File: config.mk
export PLATFORM = sky130hd
export DESIGN_NAME = gpio_cmd_regfile
export DESIGN_NICKNAME = d
export VERILOG_FILES = /design/src/rtl/gpio_cmd_pkg.sv /design/src/rtl/cmd_edge_detect.sv /design/src/rtl/gpio_cmd_regfile.sv
export SDC_FILE = /design/constraint.sdc
export NUM_CORES = 1
export LEC_CHECK = 0
export CORE_ASPECT_RATIO = 0.7
export CORE_MARGIN = 2
export CORE_UTILIZATION = 30
export CTS_CLUSTER_DIAMETER = 30
export DETAILED_ROUTE_END_ITERATION = 8
export PLACE_DENSITY_LB_ADDON = 0.2
export SYNTH_ARGS = -nofsm -noshare
export SYNTH_HDL_FRONTEND = slang
export SYNTH_SLANG_ARGS = --single-unit
File: constraint.sdc
create_clock -name clock -period 3.34 [get_ports clock]
set_clock_uncertainty 0.15 [all_clocks]
set_input_delay 0.835 -clock clock [delete_from_list [all_inputs] [get_ports clock]]
set_output_delay 0.835 -clock clock [all_outputs]
set_load 0.005 [all_outputs]
File: src/rtl/gpio_cmd_pkg.sv
// Shared constants for the GPIO command register file: command codes,
// FSM state encoding and status-word bit offsets.
package gpio_cmd_pkg;

    localparam int unsigned CMD_KERNEL_SEL     = 0;
    localparam int unsigned CMD_LOAD_FRAME     = 1;
    localparam int unsigned CMD_END_FRAME      = 2;
    localparam int unsigned CMD_IS_FRAME_READY = 3;
    localparam int unsigned CMD_GET_FRAME      = 4;
    localparam int unsigned CMD_GET_STATUS     = 5;
    localparam int unsigned CMD_CLEAR_ERR      = 6;

    localparam logic [1:0] ST_IDLE     = 2'd0;
    localparam logic [1:0] ST_EXEC     = 2'd1;
    localparam logic [1:0] ST_WAIT_MEM = 2'd2;

    // Status offsets count upward from the bit just above the wr_cnt field
    localparam int unsigned STAT_RDY_OFS     = 0;
    localparam int unsigned STAT_ERR_CMD_OFS = 1;
    localparam int unsigned STAT_ERR_OVF_OFS = 2;
    localparam int unsigned STAT_ERR_LEN_OFS = 3;
    localparam int unsigned STAT_ERR_TMO_OFS = 4;
    localparam int unsigned STAT_BUSY_OFS    = 5;

endpackage

File: src/rtl/cmd_edge_detect.sv
// Rising-edge detector for the command ENABLE bit: a 0 then 1 seen on two
// consecutive clock edges gives a one-cycle o_rise pulse.
module cmd_edge_detect (
    input  logic clock,
    input  logic reset,
    input  logic i_level,
    output logic o_rise
);

    logic level_p0;
    logic level_p1;

    always_ff @(posedge clock) begin
        if (!reset) begin
            level_p0 <= 1'b0;
            level_p1 <= 1'b0;
        end else begin
            level_p0 <= i_level;
            level_p1 <= level_p0;
        end
    end

    assign o_rise = level_p0 & ~level_p1;

endmodule

File: src/rtl/gpio_cmd_regfile.sv
// Command register file between a micro's GPIO word and the frame engine.
// Define FILE_REG_TIMEOUT_EN to bound the memory readback wait.
module gpio_cmd_regfile
    import gpio_cmd_pkg::*;
#(
    parameter int NB_INST     = 32,
    parameter int NB_CMD      = 8,
    parameter int NB_KSEL     = 2,
    parameter int N_KERNELS   = 4,
    parameter int FRAME_WORDS = 16,
    parameter int TIMEOUT_CYC = 64,
    parameter int NB_DATA     = NB_INST - NB_CMD - 1
) (
    input  logic                           clock,
    input  logic                           reset,
    input  logic [NB_INST-1:0]             i_cmd_from_micro,
    input  logic                           i_frame_ready,
    input  logic [NB_INST-1:0]             i_frame_from_mem,
    input  logic                           i_rd_valid,
    output logic [NB_INST-1:0]             o_data_to_micro,
    output logic [NB_DATA-1:0]             o_frame_from_micro,
    output logic                           o_load,
    output logic                           o_start_conv,
    output logic [NB_KSEL-1:0]             o_kernel_sel,
    output logic                           o_rd_req,
    output logic [$clog2(FRAME_WORDS)-1:0] o_rd_addr
);

    localparam int NB_ADDR = $clog2(FRAME_WORDS);
    localparam int NB_WCNT = $clog2(FRAME_WORDS + 1);
    localparam int POS_RDY     = NB_WCNT + STAT_RDY_OFS;
    localparam int POS_ERR_CMD = NB_WCNT + STAT_ERR_CMD_OFS;
    localparam int POS_ERR_OVF = NB_WCNT + STAT_ERR_OVF_OFS;
    localparam int POS_ERR_LEN = NB_WCNT + STAT_ERR_LEN_OFS;
    localparam int POS_ERR_TMO = NB_WCNT + STAT_ERR_TMO_OFS;
    localparam int POS_BUSY    = NB_WCNT + STAT_BUSY_OFS;

    logic               en_rise;
    logic [NB_CMD-1:0]  op_p0;
    logic [NB_DATA-1:0] data_p0;
    logic [NB_CMD-1:0]  op_p1;
    logic [NB_DATA-1:0] data_p1;
    logic [1:0]         state;
    logic [NB_WCNT-1:0] wr_cnt;
    logic [NB_ADDR-1:0] rd_cnt;
    logic               err_cmd;
    logic               err_ovf;
    logic               err_len;
    logic               err_tmo;
    logic [NB_INST-1:0] status;
    logic               ksel_ok;
    logic               frame_full;
`ifdef FILE_REG_TIMEOUT_EN
    localparam int NB_TMO = (TIMEOUT_CYC > 1) ? $clog2(TIMEOUT_CYC) : 1;
    logic [NB_TMO-1:0]  tmo_cnt;
`endif

    cmd_edge_detect u_edge (
        .clock   (clock),
        .reset   (reset),
        .i_level (i_cmd_from_micro[NB_DATA]),
        .o_rise  (en_rise)
    );

    // Stage p0: command word captured on the same edge as the ENABLE sample
    always_ff @(posedge clock) begin
        op_p0   <= i_cmd_from_micro[NB_INST-1 -: NB_CMD];
        data_p0 <= i_cmd_from_micro[NB_DATA-1:0];
    end

    assign ksel_ok    = {1'b0, data_p1[NB_KSEL-1:0]} < (NB_KSEL + 1)'(N_KERNELS);
    assign frame_full = (wr_cnt == NB_WCNT'(FRAME_WORDS));
    assign o_rd_addr  = rd_cnt;

    // Sampled while in EXEC, so busy always reads back as 1
    always_comb begin
        status              = '0;
        status[NB_WCNT-1:0] = wr_cnt;
        status[POS_RDY]     = i_frame_ready;
        status[POS_ERR_CMD] = err_cmd;
        status[POS_ERR_OVF] = err_ovf;
        status[POS_ERR_LEN] = err_len;
        status[POS_ERR_TMO] = err_tmo;
        status[POS_BUSY]    = (state != ST_IDLE);
    end

    // Stage p1: latched command executes in EXEC, outputs land one edge later
    always_ff @(posedge clock) begin
        if (!reset) begin
            state              <= ST_IDLE;
            op_p1              <= '0;
            data_p1            <= '0;
            wr_cnt             <= '0;
            rd_cnt             <= '0;
            err_cmd            <= 1'b0;
            err_ovf            <= 1'b0;
            err_len            <= 1'b0;
            err_tmo            <= 1'b0;
            o_data_to_micro    <= '0;
            o_frame_from_micro <= '0;
            o_load             <= 1'b0;
            o_start_conv       <= 1'b0;
            o_kernel_sel       <= '0;
            o_rd_req           <= 1'b0;
`ifdef FILE_REG_TIMEOUT_EN
            tmo_cnt            <= '0;
`endif
        end else begin
            o_load       <= 1'b0;
            o_start_conv <= 1'b0;
            o_rd_req     <= 1'b0;
            case (state)
                ST_IDLE: begin
                    if (en_rise) begin
                        op_p1   <= op_p0;
                        data_p1 <= data_p0;
                        state   <= ST_EXEC;
                    end
                end
                ST_EXEC: begin
                    state <= ST_IDLE;
                    case (op_p1)
                        NB_CMD'(CMD_KERNEL_SEL): begin
                            if (ksel_ok) o_kernel_sel <= data_p1[NB_KSEL-1:0];
                            else         err_cmd      <= 1'b1;
                        end
                        NB_CMD'(CMD_LOAD_FRAME): begin
                            if (frame_full) begin
                                err_ovf <= 1'b1;
                            end else begin
                                o_frame_from_micro <= data_p1;
                                o_load             <= 1'b1;
                                wr_cnt             <= wr_cnt + 1'b1;
                            end
                        end
                        NB_CMD'(CMD_END_FRAME): begin
                            if (frame_full) o_start_conv <= 1'b1;
                            else            err_len      <= 1'b1;
                            wr_cnt <= '0;
                        end
                        NB_CMD'(CMD_IS_FRAME_READY): begin
                            o_data_to_micro <= {{(NB_INST-1){1'b0}}, i_frame_ready};
                        end
                        NB_CMD'(CMD_GET_FRAME): begin
                            if (i_frame_ready) begin
                                o_rd_req <= 1'b1;
                                state    <= ST_WAIT_MEM;
`ifdef FILE_REG_TIMEOUT_EN
                                tmo_cnt  <= '0;
`endif
                            end else begin
                                o_data_to_micro <= '0;
                            end
                        end
                        NB_CMD'(CMD_GET_STATUS): o_data_to_micro <= status;
                        NB_CMD'(CMD_CLEAR_ERR): begin
                            err_cmd <= 1'b0;
                            err_ovf <= 1'b0;
                            err_len <= 1'b0;
                            err_tmo <= 1'b0;
                        end
                        default: err_cmd <= 1'b1;
                    endcase
                end
                ST_WAIT_MEM: begin
                    if (i_rd_valid) begin
                        o_data_to_micro <= i_frame_from_mem;
                        rd_cnt          <= (rd_cnt == NB_ADDR'(FRAME_WORDS - 1)) ? '0 : rd_cnt + 1'b1;
                        state           <= ST_IDLE;
                    end
`ifdef FILE_REG_TIMEOUT_EN
                    else if (tmo_cnt == NB_TMO'(TIMEOUT_CYC - 1)) begin
                        o_data_to_micro <= '1;
                        err_tmo         <= 1'b1;
                        state           <= ST_IDLE;
                    end else begin
                        tmo_cnt <= tmo_cnt + 1'b1;
                    end
`endif
                end
                default: state <= ST_IDLE;
            endcase
            // A new edge while busy is dropped but flagged; wins over CLEAR_ERR
            if (en_rise && (state != ST_IDLE)) err_cmd <= 1'b1;
        end
    end

endmodule

=== Yosys cells after proc, flatten, opt, wreduce, memory -nomap -nowiden ===
Cells that the tools add are included.

* Add/sub/neg operators: 2
* $mul: 0
* Divide/modulo/power cells: 0
* Order comparisons: 0
* Equality and inequality tests: 18
* Shift-type cells: 0
* Mux-type cells: 22
* Bitwise operators: 3
* Reductions and logical operators: 23

{| class="wikitable"
|+ Operator list
! kind !! count
|-
| one-hot mux 32 bit (3 select lines) || 1
|-
| two-way mux 32 bit || 2
|-
| one-hot mux 32 bit (2 select lines) || 1
|-
| equality test 8 x 3 -> 1 bit, second input constant || 3
|-
| AND reduction 3 bit || 7
|-
| equality test 8 x 2 -> 1 bit, second input constant || 2
|-
| nonzero test 2 bit || 6
|-
| inequality test 2 bit, second input constant || 5
|-
| one-hot mux 5 bit (2 select lines) || 1
|-
| AND reduction 2 bit || 5
|-
| equality test 8 x 1 -> 1 bit, second input constant || 1
|-
| logical NOT 8 bit || 1
|-
| two-way mux 2 bit || 4
|-
| two-way mux 1 bit || 7
|-
| one-hot mux 1 bit (2 select lines) || 3
|-
| one-hot mux 2 bit (3 select lines) || 1
|-
| OR reduction 6 bit || 1
|-
| adder 5 x 1 -> 5 bit, second input constant || 1
|-
| equality test 5 bit, second input constant || 1
|-
| two-way mux 5 bit || 1
|-
| adder 4 x 1 -> 4 bit, second input constant || 1
|-
| equality test 4 bit, second input constant || 1
|-
| two-way mux 4 bit || 1
|-
| inequality test 4 x 2 -> 1 bit, second input constant || 1
|-
| 9 further kinds || 10
|}

* Bits in registers: 138
* Latch bits: 0
* Memory bits (writable): 0
* Memory bits (read-only): 0
* Output and inout bits: 64
* Memories: 0

=== Logic depth before layout (Yosys ltp) ===
Gate-level depths: netlist of the first run.

* Word-level depth: 5
* Depth in mapped cells: 9

=== Modules after synthesis ===
A second synthesis of the first run with hierarchy kept.

* Cells, all modules: 572
* Area, all modules: 5078.6 µm²

{| class="wikitable"
|+ Modules (own cells, without submodules)
! module !! instances !! cells an instance !! area each (µm²)
|-
| gpio_cmd_regfile || 1 || 567 || 5012.3
|-
| cmd_edge_detect || 1 || 5 || 66.3
|}

=== Least setup slack after synthesis of the first run ===
No wires, ideal clock.

* Kind: in2reg
* Start: in i_rd_valid
* End: reg o_data_to_micro[11]
* Arrival: 1.914 ns
* Data required time: 3.069 ns
* Path slack: 1.155 ns
* Stages: 7
* Path buffers: 3
* Path through: nand2b_1 > and2_1 > buf_2 > and3_1 > buf_8 > buf_4 > mux2i_1

* Longest elaborated chain between the ends: 2

{| class="wikitable"
|+ RTL lines
! item !! line !! RTL
|-
| start, declared || gpio_cmd_regfile.sv:19 || <nowiki>input logic i_rd_valid,</nowiki>
|-
| inequality test 2 bit (no line) || - ||
|-
| AND reduction 4 bit (no line) || - ||
|-
| end signal, assigned || gpio_cmd_regfile.sv:142 || <nowiki>o_data_to_micro <= {{(NB_INST-1){1'b0}}, i_frame_ready};</nowiki>
|-
| end signal, assigned || gpio_cmd_regfile.sv:155 || <nowiki>NB_CMD'(CMD_GET_STATUS): o_data_to_micro <= status;</nowiki>
|-
| end signal, assigned || gpio_cmd_regfile.sv:167 || <nowiki>o_data_to_micro <= i_frame_from_mem;</nowiki>
|-
| end, declared || gpio_cmd_regfile.sv:20 || <nowiki>output logic [NB_INST-1:0] o_data_to_micro,</nowiki>
|}

No other way between the ends.
A chain may end at the register's enable or synchronous reset.

=== Final worst setup path of the first run ===
* Start: in i_rd_valid
* End: reg o_data_to_micro[27]

Same word-level chain as after synthesis.

==> reports/qor.yml, run 1 <==
wl_per_cell_um: 14.00
portBuffers: 131
cts_setup_buffers: 0
hold_viol: 0
via_per_inst: 4.568
hold_class: "flop to flop"
power.switching_uw: 913.1
ys_ff_latch: 138
rows: 39
syn_nets: 598
cp.arrival_ps: 2720
cts_tree: "built"
seqPwrFrac: 0.450
synthCells: 524
grt_pass1_vias: 4004
synth-main-ff-cell: "dfxtp_1"
fmaxAchievable_mhz: 396.1
ant_nets: 0
power_density_nw_per_um2: 542.9
drv_slew: 0
dp_hpwl_um: 8353
final-setup-viol-count: 0
avgSynthCellArea_um2: 9.611
placed_area_um2: 6486
ctsHoldBuffers: 0
fin_area_um2: 7076
drv_cap: 0
die_w_um: 158.9
cts-root-buf: "clkbuf_16"
fill_cells: 1591
cts_buffer_depth: 2
drtIter0Drc: 186
fp.dieH_um: 112.4
via_count: 4029
grt_setup_unrepaired: "false"
die_area_um2: 17860
ios: 132
peakVddDrop_mv: 0.2685
synth_edf_count: 0
numCtsBuffers: 17
grt_use_total: 0.1446
clk_pin_slew_ps: 60
nets: 718
layout_commonest_cell: "dfxtp_1"
clk_latency_ps: 420
dr.pass1.iters: 4
p_clk_frac: 0.479
ys_types: 48
worst_pin_slew_ps: 588.4
layout-drive-gt1-share: 0.07610
synthArstFlopShare: 0
regArea_um2: 2763
antennaDiodeCount: 0
dpl.cell_count: 850
ys_warn_count: 0
combPwrFrac: 0.071
gp_congestion: 0.7660
grt_max_degree: 53
start_kind: "input pin"
ys_seq_area_frac: 0.5486
relSlewSlack: 0.6071
static-leakage-power_uw: 0.002647
synth_area_um2: 5036
fin_crit_ps: 2524
antenna_found_initial: 0
cts_resized: 0
cp_max_fo: 32
grt.overflow.total: 0
fin_tns_setup_ps: 0
initial_core_util: 0.3072
routed_wl_um: 12350
switching_share: 0.2377
drc: 0
multi_input_area_um2: 2013
core_area_um2: 16400
criticalPathCategory: "input pin to flop"
layout_common_cells: "138 x dfxtp_1, 130 x clkdlybuf4s50_1, 95 x nand2_1, 47 x mux2i_1, 43 x a21oi_1"
cp.required_ps: 3530
fin_crit_sh: 0.7558
area_growth_pct: 40.50
end_kind: "flop"
p_int_uw: 2928
layoutNonFillerInstCount: 882
clock-sinks: 138
status: "finished clean"
grt_pass1_wl_um: 20400
cts.htree.levels: 4
[final cells by class]
class / count / share of cell area
Sequential cell: 138 / 0.3905
Clock inverter: 13 / 0.01927
Timing Repair Buffer: 140 / 0.1977
Multi-Input combinational cell: 339 / 0.2845
Inverter: 8 / 0.004244
Clock buffer: 19 / 0.06401
Tap cell: 225 / 0.03979
[routing by layer]
layer / global-route usage / vias to the layer above / wire, µm
li1: - / 2041 / -
met1: 0.1971 / 1856 / 6194
met2: 0.2108 / 122 / 5164
met3: 0.05211 / 10 / 865
met4: 0.05333 / 0 / 123
met5: 0 / - / 0
[cells in the mapped netlist, types with 2 or more instances]
library cell / number / area (µm²)
a21oi_1: 43 / 215.2
buf_4: 3 / 22.52
nand2_1: 95 / 356.6
o21a_1: 2 / 15.01
nand3_1: 32 / 160.2
and2_1: 4 / 25.02
clkbuf_1: 22 / 82.58
a211oi_1: 10 / 75.07
buf_8: 2 / 30.03
mux2i_1: 47 / 470.5
buf_6: 3 / 33.78
a31oi_1: 10 / 62.56
and4_1: 2 / 17.52
inv_1: 8 / 30.03
or3_1: 4 / 25.02
or3_4: 2 / 22.52
nand4_1: 3 / 18.77
nor2_1: 36 / 135.1
o21ai_0: 4 / 20.02
ha_1: 6 / 75.07
and3_1: 2 / 12.51
nor2b_1: 3 / 18.77
a22oi_1: 9 / 67.56
xnor2_1: 2 / 17.52
dfxtp_1: 138 / 2763
nand2b_1: 3 / 18.77
buf_2: 6 / 30.03
o21ai_1: 3 / 15.01
[critical path, cell delays in order]
cell and delay (ps):
clkdlybuf4s50_1 610, nand2b_1 210, and2_1 340, and3_2 260, buf_12 220, mux2i_1 220
[path summary, 6_finish.rpt]
path,from,to,slack [ps],cells past startpoint
setup / recovery,i_rd_valid,o_data_to_micro[27],820,6
hold / removal,data_p0[8],data_p1[8],280,2
setup reg to reg,state[0],wr_cnt[2],1010,6
hold reg to reg,data_p0[8],data_p1[8],280,2
[registers in the layout, summed over array words and instances, names as in the netlist]
name                count
o_kernel_sel            2
o_frame_from_micro     23
op_p0                   8
err_len                 1
o_rd_addr               4
o_load                  1
op_p1                   8
u_edge.level_p1         1
state                   2
data_p1                23
u_edge.level_p0         1
data_p0                23
err_cmd                 1
o_data_to_micro        32
err_ovf                 1
o_start_conv            1
o_rd_req                1
wr_cnt                  5
[metrics by stage]
step / worst slack (ps) / power, µW / hold WS, ps / utilization
6_report: 815.7 / 3841 / 282.2 / 0.4315
5_1_grt: 676.5 / 3998 / 302.7 / 0.4315
4_1_cts: 852.1 / 3896 / 285.3 / 0.4315
3_5_place_dp: 414.7 / 2037 / 276.9 / 0.3956
3_3_place_gp: 469.3 / 2032 / 272.2 / 0.3956
2_1_floorplan: 1155 / 1901 / 267.3 / -
[cell families after synthesis]
logic type / count (synthesis) / synth area share
AND/OR/NAND/NOR: 194 / 0.1759
flip-flops: 138 / 0.5486
adder cells (fa/ha/maj): 6 / 0.01491
multiplexers: 48 / 0.09640
buffers and inverters: 47 / 0.05193
XOR/XNOR: 3 / 0.005218
AO/OA/AOI/OAI: 88 / 0.1071
[power groups by stage]
stage / Clock, µW / Sequential, µW / Combinational [µW]
detailed placement: 0 / 1760 / 273
global route: 1960 / 1730 / 300
finish: 1840 / 1730 / 272
CTS: 1890 / 1730 / 274
global placement: 0 / 1760 / 269
floorplan: 0 / 1760 / 146
Note: power is estimated with default switching activity, not from simulation.
==> inputs of run 2 (changes only) <==
- clock period: 3.34 -> 2.4 ns (I/O delays scaled with it)
==> run 2 against run 1 <==
Effect of this change: clock power rose by 38%; power grew 39%; hold slack gained 2.4 ps; critical path depth is 5 lower; sequential cell count did not move; worst setup slack got worse by 520 ps; critical path type is now flop to output port; highest routed layer unchanged; die area unchanged.
==> reports/qor.yml, run 2 (synthesis results as in run 1) <==
status: "finished clean"
start_kind: "flop"
die_area_um2: 17860  # unchanged
layout-drive-gt1-share: 0.08859  # +0.01249
routed_wl_um: 12620  # +2.2%
initial_core_util: 0.3072  # unchanged
worst_pin_slew_ps: 523.4  # -65.02 ps
p_total_uw: 5338  # +39%
grt_pass1_wl_um: 20530  # +0.64%
criticalPathCategory: "flop to output port"
largest_reg_flops: 32  # unchanged
numCtsBuffers: 17  # unchanged
wl_per_cell_um: 14.16  # +1.1%
clk_pin_slew_ps: 60  # about the same
fin_crit_sh: 0.8787
fin_tns_setup_ps: 0  # unchanged
peakVddDrop_mv: 0.4627  # +72%
slowest_delay_ps: 540  # -70 ps
cp.required_ps: 1650  # -1880 ps
portBuffers: 131  # unchanged
nets: 727  # +1.3%
placed_area_um2: 6554  # +1.0%
cts-root-buf: "clkbuf_16"
grt_setup_unrepaired: "false"
layout_commonest_cell: "dfxtp_1"
path_cells: "clkdlybuf4s50_1"
via_per_inst: 4.607  # +0.86%
layout_common_cells: "138 x dfxtp_1, 130 x clkdlybuf4s50_1, 95 x nand2_1, 47 x mux2i_1, 43 x a21oi_1"
dp_hpwl_um: 8823  # +5.6%
grt_use_total: 0.1451  # +0.0004576
clock-sinks: 138  # unchanged
antenna_found_initial: 0  # unchanged
die_w_um: 158.9  # unchanged
static-leakage-power_uw: 0.002694  # +1.8%
worst_hold_slack_ps: 284.6  # +2.368 ps
fin_area_um2: 7132  # +0.80%
ctsHoldBuffers: 0  # unchanged
grt_max_degree: 60  # +13%
cts_buffer_depth: 2  # unchanged
ant_nets: 0  # unchanged
drtIter0Drc: 211  # +13%
grt.overflow.total: 0  # unchanged
cts_resized: 0  # unchanged
cp.arrival_ps: 1360  # -1360 ps
drc: 0  # unchanged
fin_crit_ps: 2109
fmaxAchievable_mhz: 474.2
end_kind: "output port"
hold_viol: 0  # unchanged
hold_class: "flop to flop"
gp_congestion: 0.7900  # +3.1%
final_core_util: 0.4350  # +0.003434
clk_latency_ps: 420  # about the same
drv_cap: 0  # unchanged
via_count: 4105  # +1.9%
fp.dieH_um: 112.4  # unchanged
dr.pass1.iters: 4  # unchanged
crit_slowest_cell: "clkdlybuf4s50_1"
grt_pass1_vias: 4100  # +2.4%
cts.htree.levels: 4  # unchanged
cp_num_buf_inv: 1  # -1
ios: 132  # unchanged
cp_max_fo: 6  # -81%
regMostFlops: "o_data_to_micro"
final-setup-viol-count: 0  # unchanged
antennaDiodeCount: 0  # unchanged
power_density_nw_per_um2: 748.5  # +38%
area_growth_pct: 41.61
cts_tree: "built"
cp_top_family: "buffers and inverters"
cts_setup_buffers: 0  # unchanged
rows: 39  # unchanged
relSlewSlack: 0.6463  # +0.03916
drv_slew: 0  # unchanged
core_area_um2: 16400  # unchanged
[run 2: cell types whose count changed in the layout (fill, tap and decap cells not counted)]
| cell | delta |
|---|---|
| buf_4 | +9 |
| inv_6 | +6 |
| clkinv_4 | -3 |
| clkbuf_8 | -2 |
| clkinvlp_4 | -2 |
| clkinv_2 | +1 |
[run 2: final timing paths]
kind	to	cells after the start	start	slack, ps
setup / recovery	o_rd_addr[0]	1	o_rd_addr[0]	290
hold / removal	data_p1[9]	2	data_p0[9]	280
setup reg to reg	o_frame_from_micro[2]	7	state[1]	350
hold reg to reg	data_p1[9]	2	data_p0[9]	280
[run 2: cell type report]
class / count / area, µm²
Fill cell: 1614 / 9264
Sequential cell: 138 / 2763
Multi-Input combinational cell: 339 / 2013
Timing Repair Buffer: 149 / 1466
Clock buffer: 17 / 425.4
Tap cell: 225 / 281.5
Clock inverter: 15 / 152.6
Inverter: 8 / 30.03
[run 2: report_power, final]
part | switching, µW | leakage, µW | internal, µW
sequential | 39.8 | 0.00113 | 2360
combinational | 180 | 0.00128 | 211
clock | 1080 | 0.000285 | 1470
total | 1300 | 0.00269 | 4040
[run 2: per-stage QoR]
step	setup slack, ps	instances
global route	97.89	891
detailed placement	138.3	859
finish	291.2	891
CTS	261.9	891
global placement	180.0	859
floorplan	445.3	524
[run 2: layer usage]
metal  vias up  track usage  share of wire
li1       2061            -              -
met1      1930       0.1803           0.47
met2       104       0.2311           0.45
met3        10      0.05211          0.073
met4         0      0.05879         0.0087
met5         -            0              0
